[src/rtl/ext_bus_arbiter.sv]
// Two-master arbiter for a single external valid/ready memory bus; one transaction in flight.
// Define ARB_TIMEOUT_EN to add a BUSY-cycle watchdog with a sticky arb_error flag.
module ext_bus_arbiter #(
  parameter int ROUND_ROBIN = 1,
  parameter int TIMEOUT     = 256
) (
  input  logic        clk,
  input  logic        reset,

  input  logic        m0_valid,
  input  logic        m0_instruction,
  input  logic [31:0] m0_address,
  input  logic [31:0] m0_write_data,
  input  logic [3:0]  m0_write_strobe,
  output logic        m0_ready,
  output logic [31:0] m0_read_data,

  input  logic        m1_valid,
  input  logic        m1_instruction,
  input  logic [31:0] m1_address,
  input  logic [31:0] m1_write_data,
  input  logic [3:0]  m1_write_strobe,
  output logic        m1_ready,
  output logic [31:0] m1_read_data,

  output logic        ext_valid,
  output logic        ext_instruction,
  output logic [31:0] ext_address,
  output logic [31:0] ext_write_data,
  output logic [3:0]  ext_write_strobe,
  input  logic        ext_ready,
  input  logic [31:0] ext_read_data,

  output logic        arb_error
);

  typedef enum logic {IDLE, BUSY} state_t;

  state_t state_q, state_d;
  logic   owner_q, owner_d;
  logic   last_q,  last_d;
  logic   tmo;
  logic [31:0] rdata;

  if (TIMEOUT < 2) begin : g_bad_timeout
    $error("ext_bus_arbiter: TIMEOUT must be at least 2");
  end

`ifdef ARB_TIMEOUT_EN
  localparam int TW = $clog2(TIMEOUT);

  logic [TW-1:0] timer_q, timer_d;
  logic          err_q,   err_d;

  // ext_ready in the expiry cycle wins, so it is a normal completion
  assign tmo     = (state_q == BUSY) && (timer_q == TW'(TIMEOUT - 1)) && !ext_ready;
  assign timer_d = (state_q == BUSY) ? timer_q + TW'(1) : '0;
  assign err_d   = err_q | tmo;

  always_ff @(posedge clk or negedge reset) begin
    if (!reset) begin
      timer_q <= '0;
      err_q   <= 1'b0;
    end else begin
      timer_q <= timer_d;
      err_q   <= err_d;
    end
  end

  assign arb_error = err_q;
`else
  assign tmo       = 1'b0;
  assign arb_error = 1'b0;
`endif

  assign rdata = tmo ? 32'h0 : ext_read_data;

  always_ff @(posedge clk or negedge reset) begin
    if (!reset) begin
      state_q <= IDLE;
      owner_q <= 1'b0;
      last_q  <= 1'b1;
    end else begin
      state_q <= state_d;
      owner_q <= owner_d;
      last_q  <= last_d;
    end
  end

  always_comb begin
    state_d          = state_q;
    owner_d          = owner_q;
    last_d           = last_q;
    ext_valid        = 1'b0;
    ext_instruction  = 1'b0;
    ext_address      = '0;
    ext_write_data   = '0;
    ext_write_strobe = '0;
    m0_ready         = 1'b0;
    m1_ready         = 1'b0;
    m0_read_data     = '0;
    m1_read_data     = '0;

    case (state_q)
      IDLE: begin
        if (m0_valid || m1_valid) begin
          state_d = BUSY;
          if (m0_valid && m1_valid) owner_d = (ROUND_ROBIN != 0) ? ~last_q : 1'b0;
          else                      owner_d = m1_valid;
        end
      end
      BUSY: begin
        // Owner dropping valid mid-transfer is ignored; the request stays up until completion
        ext_valid = 1'b1;
        if (owner_q) begin
          ext_instruction  = m1_instruction;
          ext_address      = m1_address;
          ext_write_data   = m1_write_data;
          ext_write_strobe = m1_write_strobe;
          m1_read_data     = rdata;
        end else begin
          ext_instruction  = m0_instruction;
          ext_address      = m0_address;
          ext_write_data   = m0_write_data;
          ext_write_strobe = m0_write_strobe;
          m0_read_data     = rdata;
        end
        if (ext_ready || tmo) begin
          m0_ready = ~owner_q;
          m1_ready = owner_q;
          last_d   = owner_q;
          state_d  = IDLE;
        end
      end
      default: state_d = IDLE;
    endcase
  end

endmodule

[config.mk]
export PLATFORM = sky130hd
export DESIGN_NAME = ext_bus_arbiter
export DESIGN_NICKNAME = d
export VERILOG_FILES = /design/src/rtl/ext_bus_arbiter.sv
export SDC_FILE = /design/constraint.sdc
export NUM_CORES = 1
export LEC_CHECK = 0
export ABC_AREA = 1
export CAP_MARGIN = 0
export CORE_AREA = 2 2 121 123
export CTS_BUF_LIST = sky130_fd_sc_hd__clkbuf_4 sky130_fd_sc_hd__clkbuf_8
export DETAILED_ROUTE_END_ITERATION = 6
export DIE_AREA = 0 0 123 125
export GPL_TIMING_DRIVEN = 0
export HOLD_SLACK_MARGIN = 0.03
export SYNTH_ARGS = -nofsm -noshare
export SYNTH_HDL_FRONTEND = slang
export SYNTH_SLANG_ARGS = --single-unit
[constraint.sdc]
create_clock -name clk -period 3.2 [get_ports clk]
set_input_delay 0.48 -clock clk [delete_from_list [all_inputs] [get_ports clk]]
set_output_delay 0.48 -clock clk [all_outputs]
set_load 0.01 [all_outputs]
# After elaboration in Yosys (flattened, before gate mapping)
# Index checks and enable logic that the tools add are counted.
[totals]
reg_bits = 3
input_bits = 175
out_inout_bits = 137
elab_cells = 31
[classes]
mux = 21
bitwise_logic = 3
n_reduce_logical = 4
[op_table]
columns = ["operator", "n"]
rows = [
  ["32-bit 2-to-1 mux", 8],
  ["1-bit 2-to-1 mux", 10],
  ["4-bit 2-to-1 mux", 2],
  ["2-bit AND reduction", 2],
  ["1-bit NOT", 3],
  ["1-bit case mux with 2 select lines", 1],
  ["1-bit logical AND", 1],
  ["1-bit logical OR", 1],
]

# Longest topological paths before layout
# Gate-level depths: netlist (run 1).
[logic_depth]
depth_word = 3
mapped_depth = 7
depth_no_buf = 4

# Worst setup path before layout (run 1)
# Ideal clock, no wire load.
[synth_path]
path_type = "reg2out"
start = "register state_q"
end = "output port ext_write_data[24]"
arrival_time_ns = 1.104
required_time_ns = 2.720
path_slack_ns = 1.616
stages_incl_launch_ff = 8
n_path_buf = 3
cell_sequence = "dfrtp_1 > buf_4 > nand2_2 > inv_2 > buf_6 > buf_6 > nand2_1 > nand2_1"
[synth_between]
elab_chain_len = 1
[synth_rtl]
columns = ["element", "line_no", "text"]
rows = [
  ["start: declaration", "39", "state_t state_q, state_d;"],
  ["start signal: assignment", "84", "state_q <= state_d;"],
  ["32-bit 2-to-1 mux", "104", "case (state_q)"],
  ["end: declaration", "29", "output logic [31:0] ext_write_data,"],
]
# Every way passes these cells.

# Worst setup path after layout (run 1)
[layout_path]
start = "register owner_q"
end = "output port ext_write_data[10]"
[layout_between]
elab_chain_len = 2
[layout_rtl]
columns = ["element", "line_no", "text"]
rows = [
  ["start: declaration", "40", "logic owner_q, owner_d;"],
  ["start signal: assignment", "85", "owner_q <= owner_d;"],
  ["32-bit 2-to-1 mux", "115", "if (owner_q) begin"],
  ["32-bit 2-to-1 mux", "104", ""],
]
# Every way passes these cells.

==> results of run 1 <==
==> cell families (layout without fill, tap and decap cells) <==
group	Yosys count	count (layout)	synth area share, %
AND/OR/NAND/NOR	280	280	75.1
buffers and inverters	65	379	18.7
AO/OA/AOI/OAI	3	3	0.987
flip-flops	3	3	5.02
other	1	1	0.247
==> state kept, by name, indices dropped and copies added, names as in the netlist <==
name     flops
owner_q      1
state_q      1
last_q       1
==> worst max-delay path by stage <==
| stage | startpoint | to | depth (start not counted) |
|---|---|---|---|
| finish | owner_q | ext_write_data[10] | 5 |
| global route | state_q | ext_write_data[10] | 7 |
| CTS | state_q | ext_write_data[9] | 7 |
| detailed placement | state_q | ext_write_data[9] | 7 |
| global placement | state_q | ext_write_data[9] | 7 |
| floorplan | state_q | ext_write_data[24] | 7 |
==> cell usage in the layout (no fill, tap or decap) <==
cell type,count
buf_4,2
nand2_2,1
inv_1,34
o21ai_0,2
nand3_1,70
clkbuf_4,1
nor2_1,67
nand2_1,142
clkdlybuf4s50_1,310
a21oi_1,1
inv_2,2
dfstp_2,1
buf_1,1
conb_1,1
buf_6,2
dfrtp_1,2
clkbuf_1,10
clkbuf_8,3
buf_2,14
==> routing by layer <==
metal  wire length, um  vias up
met4               216        0
met1              4300     1353
met3               824       16
met2              5150      155
li1                  -     1692
met5                 0        -
==> stage by stage <==
step           instances  instance area (sq um)  setup slack (ns)  util [%]  hold WS, ns
5_1_grt              850                   4900             0.495      34.5        0.461
4_1_cts              850                   4900             0.604      34.5        0.449
3_3_place_gp         846                   4850             0.833      34.2        0.522
3_5_place_dp         846                   4850             0.841      34.2        0.518
2_1_floorplan        352                   1520              1.62         -        0.184
6_report             850                   4900             0.657      34.5        0.450
==> where the power goes <==
part | internal (W) | switching [W] | total [W]
clock network | 0.0000934 | 0.0000252 | 0.000119
registers | 0.0000580 | 0.0000119 | 0.0000699
logic | 0.00118 | 0.00108 | 0.00226
==> cell type report <==
type                       count  share of cell area, %
clock buffer                   4                  0.995
tap                          184                   4.70
sequential                     3                   1.56
inverter                      36                   2.76
multi-input combinational    284                   23.7
buffer                        29                   3.04
timing repair buffer         310                   63.3
==> flow_summary.yaml, run 1 <==
status:
  outcome: "finished, final reports clean"
drt:
  wl_per_cell_um: 12.3
  drtPass1Iterations: 4
  via_per_inst: 3.78
  totalWireLength_mm: 10.5
  drc: 0
  drt_iter0_markers: 72
  final_antenna_net_count: 0
  num_vias: 3216
floorplan:
  start_util_pct: 10.7
  die_h_um: 125
  die_width_um: 123
  core.rowCount: 44
  io_pins: 312
  core_region_area_sq_um: 14200
  dieArea_sq_um: 15400
final_layout:
  fill_cells: 1543
  drive_gt1_share_pct: 3.90
  multi_input_area_sq_um: 1160
  seq_area_sq_um: 76.3
  antennaDiodeCount: 0
  area_delta_synth_final_pct: 222
  nets: 842
clocking:
  cts_tree: "done"
  cts.path.max_buffers: 2
  cts_max_level: 1
  post_cts_buffers: 0
  cts.repair.resized: 0
  cts_root_buffer: "clkbuf_8"
  cts_buffers: 3
  insertion_delay_ns: 0.21
  path_clk_slew_ns: 0.03
  ctsHoldBuffers: 0
  cts.sinks: 3
synth:
  synth_area_leader_cell: "nand2_1"
  synthTopCellsByCount: "142 x nand2_1, 70 x nand3_1, 67 x nor2_1"
  ys_seq_elements: 3
  synth_edf_count: 0
  yosysWarnings: 0
  ys_async_sr_fraction_pct: 100
  synth_cell_type_count: 16
  syn_inst: 352
  synthMostInstantiatedCell: "nand2_1"
  postSynthAreaPerCell_sq_um: 4.32
  syn-cell-area_sq_um: 1520
  synth_nets: 527
  yosysTopAreaCellShare_pct: 35.1
  synth_flop_cell: "dfrtp_1"
  yosysSeqAreaShare_pct: 5.02
  synthTopCellsByArea: "nand2_1 35%, nand3_1 23%, nor2_1 17%, inv_1 8.4%, buf_2 4.6%"
timing:
  fmax_ghz: 0.393
  worst_pin_slew_ns: 0.550
  worst_slew_margin_rel_pct: 63.3
  finalSetupTns_ns: 0
  fin_worst_skew_ns: 0.00314
  finalMaxSlewViolations: 0
  rsz0062_at_grt: "no"
  finalSetupViolCount: 0
  fin_crit_ns: 2.54
  fin_crit_sh_pct: 79.5
  hold_viol_final: 0
critical_path:
  start_kind: "register"
  r2r-start: "state_q"
  cp.arrival_ns: 2.06
  path_cells: "inv_2, clkbuf_1, nand3_1, nand2_1, clkdlybuf4s50_1"
  cp_max_fo: 10
  slowest_stage: "clkdlybuf4s50_1"
  r2r_slack_ns: 2.09
  crit_family: "buffers and inverters"
  cp_data_required_time_ns: 2.72
  reg2reg_depth: 4
  end_kind: "output port"
  cp.buffers_inverters: 3
  crit_type: "reg -> out"
  critPathMaxStageDelay_ns: 0.56
  timing.rr.end: "last_q"
global_routing:
  grtUsageMet3_pct: 2.37
  grt_max_degree: 11
  grt_pass1_vias: 3108
  grt_util_met1_pct: 15.4
  grt-ovfl-total: 0
  grt_first_pass_wirelength_mm: 15.8
  use_met2_pct: 22.6
  top_usage_layer: "met2"
  grtUsageTotal_pct: 12.7
  antenna_found_initial: 0
power:
  peakVddDrop_mv: 0.189
  cellPowerDensity_nw_per_um2: 500
  fin_total_pwr_w: 0.00245
  power_leakage_nw: 2.25
placed_design:
  dp_hpwl_mm: 9.01
  gp_congestion: 0.816
  port-buffer-count: 310
hold_path:
  hold_class: "in -> async"
run:
  maxCapViolations: 0
(Power assumes the default switching activity.)
==> run 2: changes to the inputs <==
- CORE_AREA: 2 2 121 123 -> 2 2 120 122
- DIE_AREA: 0 0 123 125 -> 0 0 122 124
- clock period: 3.2 -> 2.35 ns (I/O delays scaled with it)
==> run 2 against run 1 <==
Combinational power rose by 38%. Clock power rose by 34%. Flip-flop and latch count did not move. Cell area rose by 1.5%. Worst hold slack got worse by 0.13 ns. Worst setup slack got worse by 0.57 ns. First-iteration DRC count rose by 43%. Die area fell by 1.6%. Non-clock buffer count rose by 1. Power rose by 38%. Critical path depth rose by 3. Register-to-register slack got worse by 0.80 ns. Critical endpoint is now ext_write_data[27]. Largest power group unchanged. Highest routed layer is now met5.
==> flow_summary.yaml, run 2 (synthesis gave the netlist of run 1 again) <==
status:
  outcome: "finished, final reports clean"
clocking:
  cts_tree: "done"
  cts_buffers: 3
  ctsHoldBuffers: 0
  cts.sinks: 3
  insertion_delay_ns: 0.21
  cts_max_level: 1
  cts.path.max_buffers: 2
  path_clk_slew_ns: 0.03
  cts_root_buffer: "clkbuf_8"
critical_path:
  r2r_slack_ns: 1.29
  cp_max_fo: 10
  path_cells: "buf_8, nand2_4, inv_6, buf_6, buf_6, nand2_1, nand2_1, clkdlybuf4s50_1"
  start_kind: "register"
  crit_type: "reg -> out"
  slowest_stage: "clkdlybuf4s50_1"
  critPathMaxStageDelay_ns: 0.54
  cp.arrival_ns: 1.91
  cp_data_required_time_ns: 2.00
  end_kind: "output port"
power:
  fin_total_pwr_w: 0.00339
  cellPowerDensity_nw_per_um2: 682
  power_leakage_nw: 2.40
  peakVddDrop_mv: 0.242
timing:
  fin_crit_ns: 2.26
  fin_crit_sh_pct: 96.2
  finalMaxSlewViolations: 0
  fin_worst_skew_ns: 0.00128
  fmax_ghz: 0.442
  hold_viol_final: 0
  rsz0062_at_grt: "yes"
  finalSetupTns_ns: 0
  finalSetupViolCount: 0
final_layout:
  nets: 843
  area_delta_synth_final_pct: 227
  top_regs: "last_q: 1 flops, owner_q: 1 flops, state_q: 1 flops"
  antennaDiodeCount: 0
  final_common_cell: "clkdlybuf4s50_1"
  design_area_sq_um: 4970
  final_cell_mix: "302 x clkdlybuf4s50_1, 141 x nand2_1, 70 x nand3_1, 67 x nor2_1, 34 x inv_1"
  drive_gt1_share_pct: 5.40
  fill_cells: 1488
hold_path:
  hold_class: "in -> async"
floorplan:
  io_pins: 312
  core.rowCount: 43
  dieArea_sq_um: 15100
  core_region_area_sq_um: 13700
  die_width_um: 122
  start_util_pct: 11.1
  die_h_um: 124
global_routing:
  grt_pass1_vias: 2882
  grtUsageTotal_pct: 12.7
  grt_max_degree: 11
  antenna_found_initial: 1
  grt-ovfl-total: 0
  grt_first_pass_wirelength_mm: 15.1
placed_design:
  port-buffer-count: 310
  postPlaceCellArea_sq_um: 4850
  dp_hpwl_mm: 9.10
  gp_congestion: 0.766
drt:
  num_vias: 3189
  totalWireLength_mm: 10.8
  drt_iter0_markers: 103
  drc: 0
  via_per_inst: 3.77
  drtPass1Iterations: 4
  wl_per_cell_um: 12.7
  final_antenna_net_count: 0
run:
  maxCapViolations: 0
-- run 2: metal layers --
metal  part of all wire [%]  track usage (%)
met5                  0.065                0
met1                     39             14.5
met4                   0.32             1.72
met2                     49             23.2
met3                     11             4.76
-- run 2: critical path, delay by kind of cell, from the launching register on --
family                 cells  cell delay (ns)
buffers and inverters      5             1.12
flip-flops                 1             0.36
AND/OR/NAND/NOR            3             0.21
-- run 2: final cells by class --
class	instances	area (sq um)	share of cell area (%)
repair buffers	312	3140	63.1
multi-input cells	284	1170	23.5
well taps	180	225	4.53
plain buffers	28	176	3.55
inverters	36	143	2.87
flip-flops and latches	3	76.3	1.53
clock buffers	4	48.8	0.981
-- run 2: path summary, 6_finish.rpt --
check / startpoint / end / cells past startpoint
min: reset / owner_q / 1
max reg2reg: owner_q / last_q / 4
max: state_q / ext_write_data[27] / 8
min reg2reg: last_q / last_q / 2
min in group clk: last_q / last_q / 2
max in group asynchronous: reset / last_q / 1
-- run 2: per-stage QoR --
step                      utilization, %  std cells  worst slack, ns  hold slack, ns
after floorplan                        -        352            0.893          0.0569
after global placement              35.3        842           0.0339           0.521
after detailed placement            35.3        842           0.0246           0.521
after CTS                           35.9        846         0.000131           0.322
after global routing                36.3        847          -0.0110           0.336
final                               36.3        847           0.0896           0.323
-- run 2: where the power goes --
group	leakage [nW]	switching (W)	internal, W
Combinational	2.34	0.00148	0.00165
Clock	0.0262	0.0000325	0.000127
Sequential	0.0344	0.0000233	0.0000790
Total	2.40	0.00154	0.00185
-- run 2: what timing repair did --
action / 4_1_cts / 5_1_grt
endpoints found under the setup margin: 82 / 57
resized for setup: 11 / 25
setup buffers: 0 / 2
pin swaps: 0 / 0
